`config.mk`:
```
export PLATFORM = sky130hd
export DESIGN_NAME = blood_type_serial_loader
export DESIGN_NICKNAME = d
export VERILOG_FILES = /design/src/rtl/blood_type_serial_loader.sv
export SDC_FILE = /design/constraint.sdc
export NUM_CORES = 1
export LEC_CHECK = 0
export BUFFER_PORTS_ARGS = -buffer_cell sky130_fd_sc_hd__buf_4
export CAP_MARGIN = 10
export CORE_ASPECT_RATIO = 1.4
export CORE_MARGIN = 2
export CORE_UTILIZATION = 40
export DETAILED_ROUTE_END_ITERATION = 6
export SLEW_MARGIN = 20
export SYNTH_ARGS = -nofsm -noshare
export SYNTH_HDL_FRONTEND = slang
export SYNTH_SLANG_ARGS = --single-unit
```
`constraint.sdc`:
```
create_clock -name i_clk -period 2.5 [get_ports i_clk]
set_input_delay 0.125 -clock i_clk [delete_from_list [all_inputs] [get_ports i_clk]]
set_output_delay 0.125 -clock i_clk [all_outputs]
set_load 0.01 [all_outputs]
```
`src/rtl/blood_type_serial_loader.sv`:
```
// ----------------------------------------------------------------------------
// blood_type_serial_loader
//
// Intake stage in front of the blood type classifier. It receives 3-bit codes
// on an asynchronous, idle-high serial line. Each frame is start(0), d0, d1,
// d2 (LSB first), an even parity bit, and stop(1). The stage checks framing
// and parity. Good codes go into a small FIFO, and the FIFO is drained through
// a valid/ready handshake. Every rejected frame produces a one-cycle pulse and
// bumps a saturating error counter.
//
// Ports
//   i_clk          rising-edge clock
//   i_rst_n        asynchronous active-low reset
//   i_serial_in    serial line, idle high, asynchronous to i_clk
//   o_type_out     FIFO head code {bit2,bit1,bit0}; 0 while the FIFO is empty
//   o_type_valid   FIFO is non-empty
//   i_type_ready   consumer accepts o_type_out this cycle
//   o_fifo_count   number of stored entries
//   o_parity_err   one-cycle pulse: frame dropped because of bad parity
//   o_frame_err    one-cycle pulse: frame dropped because the stop bit was 0
//   o_overflow     one-cycle pulse: good frame dropped because the FIFO was full
//   o_err_count    saturating count of all error pulses
// ----------------------------------------------------------------------------
module blood_type_serial_loader #(
  parameter int BIT_CYCLES = 16,
  parameter int FIFO_DEPTH = 4,
  parameter int ERR_W      = 8
) (
  input  logic                          i_clk,
  input  logic                          i_rst_n,
  input  logic                          i_serial_in,
  output logic [2:0]                    o_type_out,
  output logic                          o_type_valid,
  input  logic                          i_type_ready,
  output logic [$clog2(FIFO_DEPTH):0]   o_fifo_count,
  output logic                          o_parity_err,
  output logic                          o_frame_err,
  output logic                          o_overflow,
  output logic [ERR_W-1:0]              o_err_count
);

  localparam int AW    = $clog2(FIFO_DEPTH);
  localparam int CW    = AW + 1;
  localparam int CYC_W = $clog2(BIT_CYCLES);
  localparam logic [CYC_W-1:0] BIT_LAST  = CYC_W'(BIT_CYCLES - 1);
  localparam logic [CYC_W-1:0] HALF_LAST = CYC_W'(BIT_CYCLES / 2 - 1);
  localparam logic [CW-1:0]    FULL_CNT  = CW'(FIFO_DEPTH);

  typedef enum logic [2:0] {
    S_IDLE,
    S_START,
    S_DATA,
    S_PARITY,
    S_STOP
  } state_t;

  // Saturating increment for the error counter.
  function automatic logic [ERR_W-1:0] sat_inc(input logic [ERR_W-1:0] v);
    if (&v) return v;
    return v + {{(ERR_W-1){1'b0}}, 1'b1};
  endfunction

  // Synchronizer. It resets low so that arming needs a real high level on the
  // line and is not caused by the reset value.
  logic r_sync1, r_sync2;
  logic w_s;

  // Receiver state.
  state_t           r_state, w_state_nxt;
  logic [CYC_W-1:0] r_cyc,   w_cyc_nxt;
  logic [1:0]       r_bit,   w_bit_nxt;
  logic [2:0]       r_shift, w_shift_nxt;
  logic             r_par,   w_par_nxt;
  logic             r_armed, w_armed_nxt;
  logic             w_eval;

  // FIFO state.
  logic [2:0]    r_mem [FIFO_DEPTH];
  logic [AW-1:0] r_wptr, r_rptr;
  logic [CW-1:0] r_count;

  // Decision signals.
  logic w_pop, w_push, w_full;
  logic w_frame_bad, w_par_bad, w_ovf;

  // Error outputs.
  logic             r_parity_err, r_frame_err, r_overflow;
  logic [ERR_W-1:0] r_err_count;

  // ---- synchronizer stage ----
  always_ff @(posedge i_clk or negedge i_rst_n) begin
    if (!i_rst_n) begin
      r_sync1 <= 1'b0;
      r_sync2 <= 1'b0;
    end else begin
      r_sync1 <= i_serial_in;
      r_sync2 <= r_sync1;
    end
  end

  assign w_s = r_sync2;

  // ---- receiver FSM: state register ----
  always_ff @(posedge i_clk or negedge i_rst_n) begin
    if (!i_rst_n) begin
      r_state <= S_IDLE;
      r_cyc   <= '0;
      r_bit   <= '0;
      r_shift <= '0;
      r_par   <= 1'b0;
      r_armed <= 1'b0;
    end else begin
      r_state <= w_state_nxt;
      r_cyc   <= w_cyc_nxt;
      r_bit   <= w_bit_nxt;
      r_shift <= w_shift_nxt;
      r_par   <= w_par_nxt;
      r_armed <= w_armed_nxt;
    end
  end

  // ---- receiver FSM: next state ----
  always_comb begin
    w_state_nxt = r_state;
    w_cyc_nxt   = r_cyc + 1'b1;
    w_bit_nxt   = r_bit;
    w_shift_nxt = r_shift;
    w_par_nxt   = r_par;
    w_armed_nxt = r_armed;
    w_eval      = 1'b0;
    case (r_state)
      S_IDLE: begin
        w_cyc_nxt = '0;
        w_bit_nxt = '0;
        // Arming only after a high level stops a stuck-low line, or the tail
        // of a frame with a bad stop bit, from looking like a new start bit.
        if (w_s)          w_armed_nxt = 1'b1;
        else if (r_armed) w_state_nxt = S_START;
      end
      S_START: begin
        if (r_cyc == HALF_LAST) begin
          w_cyc_nxt   = '0;
          w_state_nxt = w_s ? S_IDLE : S_DATA;
        end
      end
      S_DATA: begin
        if (r_cyc == BIT_LAST) begin
          w_cyc_nxt = '0;
          // Shift in from the top so that d0 ends up in bit 0.
          w_shift_nxt = {w_s, r_shift[2:1]};
          w_bit_nxt   = r_bit + 1'b1;
          if (r_bit == 2'd2) w_state_nxt = S_PARITY;
        end
      end
      S_PARITY: begin
        if (r_cyc == BIT_LAST) begin
          w_cyc_nxt   = '0;
          w_par_nxt   = w_s;
          w_state_nxt = S_STOP;
        end
      end
      S_STOP: begin
        if (r_cyc == BIT_LAST) begin
          w_cyc_nxt   = '0;
          w_eval      = 1'b1;
          w_armed_nxt = 1'b0;
          w_state_nxt = S_IDLE;
        end
      end
      default: begin
        w_state_nxt = S_IDLE;
        w_cyc_nxt   = '0;
        w_armed_nxt = 1'b0;
      end
    endcase
  end

  // The stop bit is judged from the live synced sample in the evaluation
  // cycle. The checks are ordered frame > parity > overflow.
  assign w_full      = (r_count == FULL_CNT);
  assign w_pop       = o_type_valid && i_type_ready;
  assign w_frame_bad = w_eval && !w_s;
  assign w_par_bad   = w_eval && w_s && (^{r_shift, r_par});
  // A pop in the evaluation cycle frees a slot, so a full FIFO still accepts.
  assign w_ovf       = w_eval && w_s && !(^{r_shift, r_par}) && w_full && !w_pop;
  assign w_push      = w_eval && w_s && !(^{r_shift, r_par}) && (!w_full || w_pop);

  // ---- FIFO storage (data only, not reset) ----
  always_ff @(posedge i_clk) begin
    if (w_push) r_mem[r_wptr] <= r_shift;
  end

  // ---- FIFO pointers and occupancy ----
  always_ff @(posedge i_clk or negedge i_rst_n) begin
    if (!i_rst_n) begin
      r_wptr  <= '0;
      r_rptr  <= '0;
      r_count <= '0;
    end else begin
      if (w_push) r_wptr <= r_wptr + 1'b1;
      if (w_pop)  r_rptr <= r_rptr + 1'b1;
      case ({w_push, w_pop})
        2'b10:   r_count <= r_count + 1'b1;
        2'b01:   r_count <= r_count - 1'b1;
        default: r_count <= r_count;
      endcase
    end
  end

  // ---- error pulse / counter stage ----
  always_ff @(posedge i_clk or negedge i_rst_n) begin
    if (!i_rst_n) begin
      r_parity_err <= 1'b0;
      r_frame_err  <= 1'b0;
      r_overflow   <= 1'b0;
      r_err_count  <= '0;
    end else begin
      r_frame_err  <= w_frame_bad;
      r_parity_err <= w_par_bad;
      r_overflow   <= w_ovf;
      // At most one error source is active per frame.
      if (w_frame_bad || w_par_bad || w_ovf) r_err_count <= sat_inc(r_err_count);
    end
  end

  assign o_type_valid = (r_count != '0);
  // The head is masked while empty so that reset and empty states read 0.
  assign o_type_out   = o_type_valid ? r_mem[r_rptr] : 3'b000;
  assign o_fifo_count = r_count;
  assign o_parity_err = r_parity_err;
  assign o_frame_err  = r_frame_err;
  assign o_overflow   = r_overflow;
  assign o_err_count  = r_err_count;

endmodule

```
==> results of run 1 <==
-- cell usage after synthesis (all sizes together), types with 2 or more instances --
| master | instances |
|---|---|
| or2 | 2 |
| edfxtp | 12 |
| mux4 | 3 |
| ha | 7 |
| nand4 | 5 |
| mux2 | 5 |
| inv | 6 |
| nand3 | 8 |
| nor2 | 11 |
| clkbuf | 3 |
| a22o | 2 |
| a21oi | 4 |
| nand2 | 13 |
| xor2 | 3 |
| xnor2 | 15 |
| buf | 4 |
| a31oi | 2 |
| and2 | 8 |
| dfrtp | 34 |
| o21ai | 12 |
| a211oi | 2 |
| nor2b | 4 |
| nand4b | 3 |
| and3 | 4 |
-- power breakdown --
| part | leakage, uW | switching (uW) | internal, uW | total, uW |
|---|---|---|---|---|
| registers | 0.000547 | 84.9 | 834 | 918 |
| logic | 0.000539 | 251 | 270 | 521 |
| clock network | 0.0000579 | 244 | 294 | 538 |
-- through the flow --
step / utilization / power [uW]
4_1_cts: 0.487 / 2010
6_report: 0.487 / 1980
3_3_place_gp: 0.464 / 1450
2_1_floorplan: - / 1260
3_5_place_dp: 0.464 / 1460
5_1_grt: 0.487 / 2090
-- sequential cells by signal, indices dropped and copies added (netlist names), 2 cells and up --
name / cells
r_rptr: 2
r_mem: 12
o_err_count: 8
r_cyc: 4
o_fifo_count: 3
r_wptr: 2
r_state: 3
r_shift: 3
r_bit: 2
-- final cells by class --
cell class | instances | area (um^2)
Clock buffer | 5 | 68.8
Sequential cell | 46 | 1210
Fill cell | 503 | 2810
Clock inverter | 3 | 40.0
Tap cell | 68 | 85.1
Inverter | 6 | 22.5
Timing Repair Buffer | 33 | 253
Multi-Input combinational cell | 126 | 993
-- per-layer routing --
metal | vias up | GRT usage | share of wire
li1 | 722 | - | -
met1 | 722 | 0.187 | 0.43
met2 | 29 | 0.239 | 0.50
met3 | 5 | 0.0373 | 0.042
met4 | 0 | 0.0595 | 0.018
met5 | - | 0 | 0
-- tightest hold or removal path, stage by stage --
cell,delay (ps)
buf_4,140
o21ai_0,70
a21oi_1,60
-- final timing paths --
kind	start	to	cells past startpoint
max reg2reg	r_cyc[0]	o_fifo_count[1]	9
min reg2reg	r_sync1	r_sync2	0
min	i_type_ready	o_fifo_count[0]	3
max	r_cyc[0]	o_fifo_count[1]	9
max in group asynchronous	i_rst_n	o_err_count[6]	2
min in group asynchronous	i_rst_n	r_rptr[0]	2
-- timing repair --
item	4_1_cts	5_1_grt
gates resized for setup	0	1
hold buffers	2	0
buffers inserted	0	0
endpoints found under the hold margin	35	0
endpoints found under the setup margin	0	1
-- logic make-up after synthesis --
group	count (synthesis)	synth area share
AND/OR/NAND/NOR	64	0.161
flip-flops	46	0.535
AO/OA/AOI/OAI	28	0.0901
XOR/XNOR	18	0.0845
buffers and inverters	13	0.0276
multiplexers	8	0.0547
adder cells (fa/ha/maj)	8	0.0475
==> key figures, run 1 <==
Status
  • Status: complete, no violations

Routing
  • Wire per inst: around 14 um
  • 1st-iter DRT viols: 55
  • Residual DRC: 0
  • Mean number of vias per cell: a little over 5
  • DRT Wirelength: between 3 and 4 mm
  • Number of routed nets with antenna violations: 0
  • Vias: 1478
  • Total iterations of the first detailed-routing run: 4

Clocking
  • # H-tree levels: 2
  • Worst-Skew Late Latency: between 200 and 300 ps
  • TritonCTS clock tree: built
  • CTS clock-pin slew for the worst setup and hold paths: ~80 ps
  • Clock Root Buffer: clkbuf_8
  • Clock sink count: 46
  • Total CTS buffers: 5
  • Clock Tree Buf Depth: 2

Placement
  • DP Cell Count: about 280
  • PortBufs: 21
  • Dpl hpwl: 2.85 mm
  • Pre-CTS WS: around 140 ps
  • Placed inst area: 2540 um^2
  • Routability Congestion: between 0.8 and 0.9

Synth
  • Cell taking the most area after synthesis: dfrtp_1
  • Post-synth ARST share: 0.739
  • Syn avg cell area: between 10 and 15 um^2
  • Post-Syn Instances: 185
  • #FFs+latches synth: 46
  • Top-area cell type share of the netlist area: 0.376
  • Synth area leaders: dfrtp_1 38%, edfxtp_1 16%, xnor2_1 4.6%, ha_1 3.9%, mux4_2 3.0%
  • Cell Area, Synth: approximately 2300 um^2
  • Syn. warnings: 0
  • Post-synth cell types: 45
  • Synth Net Count: roughly 200
  • Post-synth EDFFs: 12
  • Sequential area share after synthesis: 0.535
  • Main synth FF type: dfrtp_1

Timing
  • Worst Slack Setup Final: ~160 ps
  • Worst Clk Skew: roughly 4.4 ps
  • Final-report max-slew violation count: 0
  • Setup_tns: 0 ps
  • Post-route minimum period: ~2300 ps
  • RSZ-0062 raised after global routing: no
  • Hold WS: ~140 ps
  • Final Hold Viols: 0
  • Fmax: 427 MHz
  • Worst rel slew slack: 0.638
  • Final Setup Violations: 0
  • Worst-Margin Slew: around 530 ps
  • Period Utilization, post-route: 0.937

Layout
  • Ant diodes: 0
  • Commonest non-fill, non-tap cell in the layout: dfrtp_1
  • Most frequent cells in the layout: 34 x dfrtp_1, 31 x buf_4, 13 x nand2_1
  • Design Area, Final: 2670 um^2
  • Post-Layout Cell Count: 287
  • Layout cells sized above 1: 0.237
  • Final #Nets: 230
  • Area grow syn2layout: 18.1%

Global routing
  • Vias in the first global route: 1536
  • Initial antenna violation count: 0
  • First-pass GRT wire length: between 7 and 8 mm
  • Total GRT Usage: 0.148
  • Global route total overflow: 0
  • Largest net degree at the start of global routing: 35

Pwr
  • PwrDens: 739 nW/um^2
  • Peak VDD IR: roughly 0.42 mV
  • Lkg Pwr: about 0.0011 uW

Die
  • Die ar.: 6290 um^2
  • Core ar.: about 5500 um^2
  • Die Y-Extent: between 90 and 100 um
  • DIE WIDTH: about 68 um
  • Cell Rows: 32
  • Starting Density: 0.413
  • Io pins: 22

Worst hold path
  • Hold Crit Class: in2reg

Setup path
  • Worst setup EP type: flip-flop
  • Critical Path Slowest Stage Cell: fa_1
  • Worst path cell trace: ha_1 -> and3_1 -> and3_2 -> and2_4 -> nor2_2 -> fa_1 -> nand4b_1 -> o21ai_1 -> a211o_1
  • Critical path's top delay family: simple AND/OR/NAND/NOR gates
  • R2r setup slk: 160 ps
  • Buf+Inv Stages, Crit Path: 0
  • Startpoint Class: flip-flop
  • Critical Path AT: ~2500 ps
  • Critical Path Max Stage Delay: between 400 and 500 ps
  • Worst endpoint required time: between 2000 and 3000 ps
  • Worst Path Max Fanout: 5
  • CP Class: reg2reg

Flow run
  • Max-cap violation count: 0
(Power assumes the default switching activity.)
==> run 2: changes to the inputs <==
==> constraint.sdc (replaced) <==
create_clock -name i_clk -period 2.2 [get_ports i_clk]
set_input_delay 0.11 -clock i_clk [delete_from_list [all_inputs] [get_ports i_clk]]
set_output_delay 0.11 -clock i_clk [all_outputs]
set_load 0.01 [all_outputs]
==> run 2 against run 1 <==
Worst setup slack worse by 110 ps. Design area up 4.9%. First-iteration DRC count grew 1.8%. Routed wire length increased by 7.6%. Register-to-register slack got worse by 110 ps. Non-clock buffer count is 9 higher. Global-route usage rose by 0.41 points. Clock power grew 35%. Sequential cell count is the same. Combinational power up 30%. Critical path depth is the same. Worst hold slack lost 12 ps. Critical path type unchanged. Largest power group unchanged.
==> key figures, run 2 (synthesis results as in run 1) <==
Status
  • Status: complete, no violations

Timing
  • Worst rel slew slack: 0.649 (+0.0103)
  • Post-route minimum period: 2150 ps (-191 ps)
  • Final Setup Violations: 0 (unchanged)
  • Final Hold Viols: 0 (unchanged)
  • Period Utilization, post-route: 0.978 (+0.0410)
  • Fmax: 465 MHz (+8.9%)
  • Worst-Margin Slew: 519 ps (-15.3 ps)
  • Worst Slack Setup Final: 48.0 ps (-109 ps)
  • RSZ-0062 raised after global routing: yes
  • Final-report max-slew violation count: 0 (unchanged)
  • Worst Clk Skew: 4.10 ps (-0.323 ps)

Clocking
  • Clock Tree Buf Depth: 2 (unchanged)
  • Total CTS buffers: 5 (unchanged)
  • # H-tree levels: 2 (unchanged)
  • Clock Root Buffer: clkbuf_8
  • Setup Fix Bufs, Post-CTS: 0 (unchanged)
  • Worst-Skew Late Latency: 290 ps (about the same)
  • CTS clock-pin slew for the worst setup and hold paths: 80 ps (about the same)
  • Clock sink count: 46 (unchanged)
  • TritonCTS clock tree: built
  • Cts repair resizes: 0 (unchanged)

Layout
  • Layout cells sized above 1: 0.285 (+0.0476)
  • Fin util: 0.511 (+0.0237)
  • Design Area, Final: 2800 um^2 (+4.9%)
  • Most flop-heavy register: r_mem
  • Most frequent cells in the layout: 40 x buf_4, 34 x dfrtp_1, 13 x nand2_1
  • Commonest non-fill, non-tap cell in the layout: buf_4
  • Ant diodes: 0 (unchanged)
  • Area grow syn2layout: 23.8%
  • Final #Nets: 239 (+3.9%)
  • Largest register FFs: 12 (unchanged)

Die
  • Die ar.: 6290 um^2 (unchanged)
  • DIE WIDTH: 67.6 um (unchanged)
  • Io pins: 22 (unchanged)
  • Core ar.: 5490 um^2 (unchanged)
  • Cell Rows: 32 (unchanged)
  • Starting Density: 0.413 (unchanged)
  • Die Y-Extent: 93.0 um (unchanged)

Pwr
  • Lkg Pwr: 0.00119 uW (+4.4%)
  • Combinational power share: 0.278 (+0.015)
  • Clk pwr share: 0.298 (+0.026)
  • Peak VDD IR: 0.495 mV (+18%)
  • Internal Power: 1750 uW (+25%)
  • PwrDens: 867 nW/um^2 (+17%)
  • Part of the power in registers: 0.424 (-0.041)
  • Sw frac: 0.280 (-0.0128)
  • NetSw: 681 uW (+18%)

Placement
  • Pre-CTS WS: 51.9 ps (-90.9 ps)
  • Dpl hpwl: 3.11 mm (+9.1%)
  • PortBufs: 21 (unchanged)
  • Routability Congestion: 0.740 (-8.0%)
  • Placed inst area: 2650 um^2 (+4.3%)

Flow run
  • Max-cap violation count: 0 (unchanged)

Setup path
  • Worst setup EP type: flip-flop
  • CP Class: reg2reg
  • Critical Path AT: 2340 ps (-190 ps)
  • Worst Path Max Fanout: 4 (-1)
  • Worst endpoint required time: 2380 ps (-310 ps)
  • Startpoint Class: flip-flop

Routing
  • Number of routed nets with antenna violations: 0 (unchanged)
  • 1st-iter DRT viols: 56 (+1.8%)
  • DRT Wirelength: 4.19 mm (+7.6%)
  • Mean number of vias per cell: 5.13 (-0.35%)
  • Total iterations of the first detailed-routing run: 4 (unchanged)
  • Vias: 1519 (+2.8%)
  • Wire per inst: 14.1 um (+4.3%)
  • Residual DRC: 0 (unchanged)

Global routing
  • Initial antenna violation count: 0 (unchanged)
  • Largest net degree at the start of global routing: 35 (unchanged)
  • Global route total overflow: 0 (unchanged)
  • Vias in the first global route: 1501 (-2.3%)
  • First-pass GRT wire length: 7.09 mm (+0.60%)
  • Total GRT Usage: 0.152 (+0.00406)

Worst hold path
  • Hold Crit Class: in2reg
run 2: layout make-up:
type                    instances  area [um^2]
inverters                       6         22.5
clock buffers                   5         68.8
repair buffers                 42          320
flip-flops and latches         46         1210
well taps                      68         85.1
clock inverters                 3         63.8
multi-input cells             126         1030
fillers                       491         2680
run 2: final timing paths:
check | slack (ps) | startpoint | end | depth (start not counted)
worst max-delay path | 50 | r_cyc[0] | o_fifo_count[1] | 9
worst min-delay path | 120 | i_type_ready | o_fifo_count[0] | 3
worst max register to register | 50 | r_cyc[0] | o_fifo_count[1] | 9
worst min register to register | 380 | r_sync1 | r_sync2 | 0
max in group asynchronous | 1580 | i_rst_n | r_armed | 2
min in group asynchronous | 300 | i_rst_n | r_rptr[0] | 2
run 2: repair_timing:
action,4_1_cts,5_1_grt
endpoints found under the setup margin,0,1
hold buffers,2,0
hold endpoints to repair,35,0
run 2: layer usage:
| metal | vias to the layer above | routed length, um | global-route usage | part of all wire |
|---|---|---|---|---|
| met2 | 26 | 2170 | 0.256 | 0.52 |
| met3 | 6 | 145 | 0.0325 | 0.035 |
| met4 | 0 | 69 | 0.0578 | 0.016 |
| met5 | - | 0 | 0 | 0 |
| met1 | 747 | 1800 | 0.187 | 0.43 |
| li1 | 740 | - | - | - |
run 2: power groups by stage:
stage / Clock, uW / Combinational (uW) / Sequential, uW
final: 724 / 677 / 1030
after CTS: 745 / 687 / 1030
after detailed placement: 0 / 682 / 1050
after global routing: 774 / 752 / 1040
after floorplan: 0 / 417 / 1060
after global placement: 0 / 669 / 1050
run 2: worst max-delay path, cell delays in order (launching register included):
cell and delay, ps:
dfrtp_1 420, ha_4 170, and3_4 170, and3_4 160, and2_4 170, nor2_4 90
fa_2 450, nand4_1 80, o21ai_1 60, a211o_1 260
run 2: metrics by stage:
stage               TNS, ps  instances  power [uW]  hold WS, ps
CTS                       0        296        2460          115
detailed placement        0        286        1730         92.4
finish                    0        296        2430          125
global route          -23.8        296        2570          133
floorplan             -60.6        185        1470         -186
global placement          0        286        1720         90.6
==> run 3: changes to the inputs <==
--- a/config.mk
+++ b/config.mk
@@ -5,10 +5,11 @@
 export SDC_FILE = /design/constraint.sdc
 export NUM_CORES = 1
 export LEC_CHECK = 0
+export ABC_AREA = 1
 export BUFFER_PORTS_ARGS = -buffer_cell sky130_fd_sc_hd__buf_4
 export CAP_MARGIN = 10
 export CORE_ASPECT_RATIO = 1.4
-export CORE_MARGIN = 2
+export CORE_MARGIN = 3
 export CORE_UTILIZATION = 40
 export DETAILED_ROUTE_END_ITERATION = 6
 export SLEW_MARGIN = 20
==> run 3 against run 2 <==
Synthesized cell count rose by 32%. Design area fell by 5.5%. Register-to-register slack improved by 150 ps. Critical path depth rose by 4. Clock power barely moved. Power rose by 6.8%. Global-route usage fell by 2.0 points. Largest cell class unchanged. Non-clock buffer count fell by 17. Routed wire length fell by 5.2%. Fmax rose by 7.6%. Core utilization fell by 1.3 points. Combinational power rose by 10%.
==> key figures, run 3 <==
Routing
  • DRT Wirelength: 3.97 mm (-5.2%)
  • Wire per inst: 11.6 um (-18%)
  • 1st-iter DRT viols: 59 (+5.4%)
  • Total iterations of the first detailed-routing run: 4 (unchanged)
  • Vias: 1632 (+7.4%)
  • Residual DRC: 0 (unchanged)
  • Number of routed nets with antenna violations: 0 (unchanged)
  • Mean number of vias per cell: 4.79 (-6.7%)

Placement
  • DP Cell Count: 331 (+16%)
  • Dpl hpwl: 2.89 mm (-6.9%)
  • Placed inst area: 2490 um^2 (-6.2%)
  • Pre-CTS WS: 185 ps (+133 ps)
  • PortBufs: 21 (unchanged)
  • Routability Congestion: 0.834 (+13%)

Global routing
  • Largest net degree at the start of global routing: 35 (unchanged)
  • First-pass GRT wire length: 6.90 mm (-2.7%)
  • Initial antenna violation count: 0 (unchanged)
  • Global route total overflow: 0 (unchanged)
  • Vias in the first global route: 1603 (+6.8%)
  • Total GRT Usage: 0.132 (-0.0200)

Die
  • Starting Density: 0.421 (+0.00861)
  • Cell Rows: 31 (-3.1%)
  • Die ar.: 6550 um^2 (+4.1%)
  • Die Y-Extent: 94.5 um (+1.6%)
  • DIE WIDTH: 69.2 um (+2.4%)
  • Io pins: 22 (unchanged)
  • Core ar.: 5310 um^2 (-3.1%)

Layout
  • Layout cells sized above 1: 0.164 (-0.121)
  • Final #Nets: 286 (+20%)
  • Largest register FFs: 12 (unchanged)
  • Post-Layout Cell Count: 341 (+15%)
  • Reg area: 1210 um^2 (unchanged)
  • Design Area, Final: 2650 um^2 (-5.5%)
  • Most frequent cells in the layout: 52 x nand2_1, 34 x dfrtp_1, 32 x inv_1
  • Multi-input gate area: 901 um^2 (-13%)
  • Commonest non-fill, non-tap cell in the layout: nand2_1
  • Most flop-heavy register: r_mem
  • Fin util: 0.498 (-0.0127)
  • Area grow syn2layout: 18.3%
  • Ant diodes: 0 (unchanged)
  • Number of filler cells placed in the layout: 500 (+1.8%)

Pwr
  • Peak VDD IR: 0.556 mV (+12%)
  • Combinational power share: 0.287 (+0.009)
  • PwrDens: 980 nW/um^2 (+13%)
  • Sw frac: 0.326 (+0.0456)
  • Internal Power: 1750 uW (about the same)
  • Part of the power in registers: 0.435 (+0.011)
  • NetSw: 846 uW (+24%)
  • Lkg Pwr: 0.00126 uW (+6.0%)
  • Clk pwr share: 0.278 (-0.020)

Timing
  • Final-report max-slew violation count: 0 (unchanged)
  • Fmax: 500 MHz (+7.6%)
  • Worst Clk Skew: 3.46 ps (-0.643 ps)
  • Post-route minimum period: 2000 ps (-152 ps)
  • Period Utilization, post-route: 0.909 (-0.0692)
  • Worst Slack Setup Final: 200 ps (+152 ps)
  • Worst-Margin Slew: 456 ps (-63.1 ps)
  • Final Setup Violations: 0 (unchanged)
  • Final Hold Viols: 0 (unchanged)
  • Worst rel slew slack: 0.695 (+0.0464)

Setup path
  • Most common cell on crit path: nand2_1
  • Worst Path Max Fanout: 4 (unchanged)
  • Startpoint Class: flip-flop
  • Worst path cell trace: ha_2 -> nand3_2 -> clkinv_2 -> nand3_2 -> o21bai_4 -> inv_1 -> fa_1 -> inv_1 -> nand2_1 -> nand2_1 -> nand2_1 -> nand2_1 -> inv_1
  • Worst setup EP type: flip-flop
  • Buf+Inv Stages, Crit Path: 4 (+4)
  • CP Class: reg2reg
  • Worst r2r path cells: 13 (+4)
  • Critical Path Slowest Stage Cell: dfrtp_1
  • Critical Path Max Stage Delay: 380 ps (-70 ps)
  • Worst endpoint required time: 2390 ps (about the same)
  • Critical path's top delay family: adder cells
  • Cell depth of the worst setup path: 13 (+4)
  • Critical Path AT: 2190 ps (-150 ps)

Synth
  • Mux contribution to synthesized area: 0 (-0.0547)
  • Top-area cell type share of the netlist area: 0.380 (+0.00420)
  • Post-Synth Adder-Cell Area: 0.0480 (+0.000531)
  • #FFs+latches synth: 46 (unchanged)
  • Top-count cell post-synth: nand2_1
  • Post-Syn Instances: 244 (+32%)
  • Post-synthesis simple-gate area fraction: 0.225 (+0.0644)
  • Post-Synth XOR/XNOR Area: 0.0391 (-0.0454)
  • Syn avg cell area: 9.18 um^2 (-25%)
  • Sequential area share after synthesis: 0.541 (+0.00598)
  • Syn. warnings: 0 (unchanged)
  • Main synth FF type: dfrtp_1
  • Synth Net Count: 256 (+30%)
  • Synth area leaders: dfrtp_1 38%, edfxtp_1 16%, nand2_1 8.7%, inv_1 5.4%, nor2_1 5.2%
  • Cell Area, Synth: 2240 um^2 (-1.1%)
  • Post-synth ARST share: 0.739 (unchanged)
  • Post-synth cell types: 30 (-33%)
  • Cell taking the most area after synthesis: dfrtp_1
  • Post-synth top cells: 52 x nand2_1, 34 x dfrtp_1, 32 x inv_1
  • Post-synth EDFFs: 12 (unchanged)
  • Largest family of logic cells by synthesized area: simple AND/OR/NAND/NOR gates
  • Compound-Gate Fraction of Synth Area: 0.0855 (-0.00458)

Clocking
  • # H-tree levels: 2 (unchanged)
  • Clock Tree Buf Depth: 2 (unchanged)
  • Worst-Skew Late Latency: 290 ps (about the same)
  • Setup Fix Bufs, Post-CTS: 0 (unchanged)
  • CTS clock-pin slew for the worst setup and hold paths: 80 ps (about the same)
  • Clock Root Buffer: clkbuf_8
  • Total CTS buffers: 5 (unchanged)
  • TritonCTS clock tree: built
  • Clock sink count: 46 (unchanged)

Status
  • Status: complete, no violations

Worst hold path
  • Hold Crit Class: in2reg
  • Worst hold path cell count: 3 (unchanged)

Flow run
  • Max-cap violation count: 0 (unchanged)
-- run 3: what timing repair did --
action,4_1_cts,5_1_grt
resized for setup,0,2
endpoints found under the hold margin,35,0
hold buffers,2,0
setup endpoints to repair,0,1
-- run 3: metal layers --
| metal | track usage | wire length (um) |
|---|---|---|
| met1 | 0.145 | 1650 |
| met4 | 0.0668 | 102 |
| met5 | 0 | 0 |
| met3 | 0.0298 | 125 |
| met2 | 0.240 | 2090 |
-- run 3: cells by family after synthesis --
| logic type | count (synthesis) |
|---|---|
| simple gates | 112 |
| flops | 46 |
| buf+inv | 36 |
| compound gates | 32 |
| xor+xnor | 10 |
| fa+ha+maj | 8 |
-- run 3: power groups by stage --
stage	clock network [uW]	registers, uW	logic [uW]
after CTS	745	1130	746
final	722	1130	745
after detailed placement	0	1150	740
after global placement	0	1150	719
after floorplan	0	1110	512
after global routing	778	1160	868
-- run 3: tightest hold or removal path, stage by stage --
cell     delay [ps]
buf_4           100
a21oi_1          60
nor2_1           80
-- run 3: cell type report --
class / instances / area share
flip-flops and latches: 46 / 0.457
multi-input cells: 162 / 0.340
repair buffers: 25 / 0.0727
inverters: 34 / 0.0487
well taps: 66 / 0.0312
clock buffers: 5 / 0.0260
clock inverters: 3 / 0.0241
-- run 3: metrics by stage --
| stage | setup TNS (ps) | total power [uW] | hold slack (ps) |
|---|---|---|---|
| final | 0 | 2600 | 91.5 |
| after detailed placement | 0 | 1890 | 89.0 |
| after global routing | -2.83 | 2800 | 115 |
| after CTS | 0 | 2620 | 80.4 |
| after global placement | 0 | 1860 | 88.6 |
| after floorplan | 0 | 1630 | -186 |
-- run 3: final timing paths --
check / from / end / slack (ps)
worst max-delay path: r_cyc[0] / o_fifo_count[2] / 200
worst min-delay path: i_type_ready / r_rptr[0] / 90
worst max register to register: r_cyc[0] / o_fifo_count[2] / 200
worst min register to register: r_sync1 / r_sync2 / 350
max in group asynchronous: i_rst_n / o_parity_err / 1590
min in group asynchronous: i_rst_n / r_wptr[1] / 300
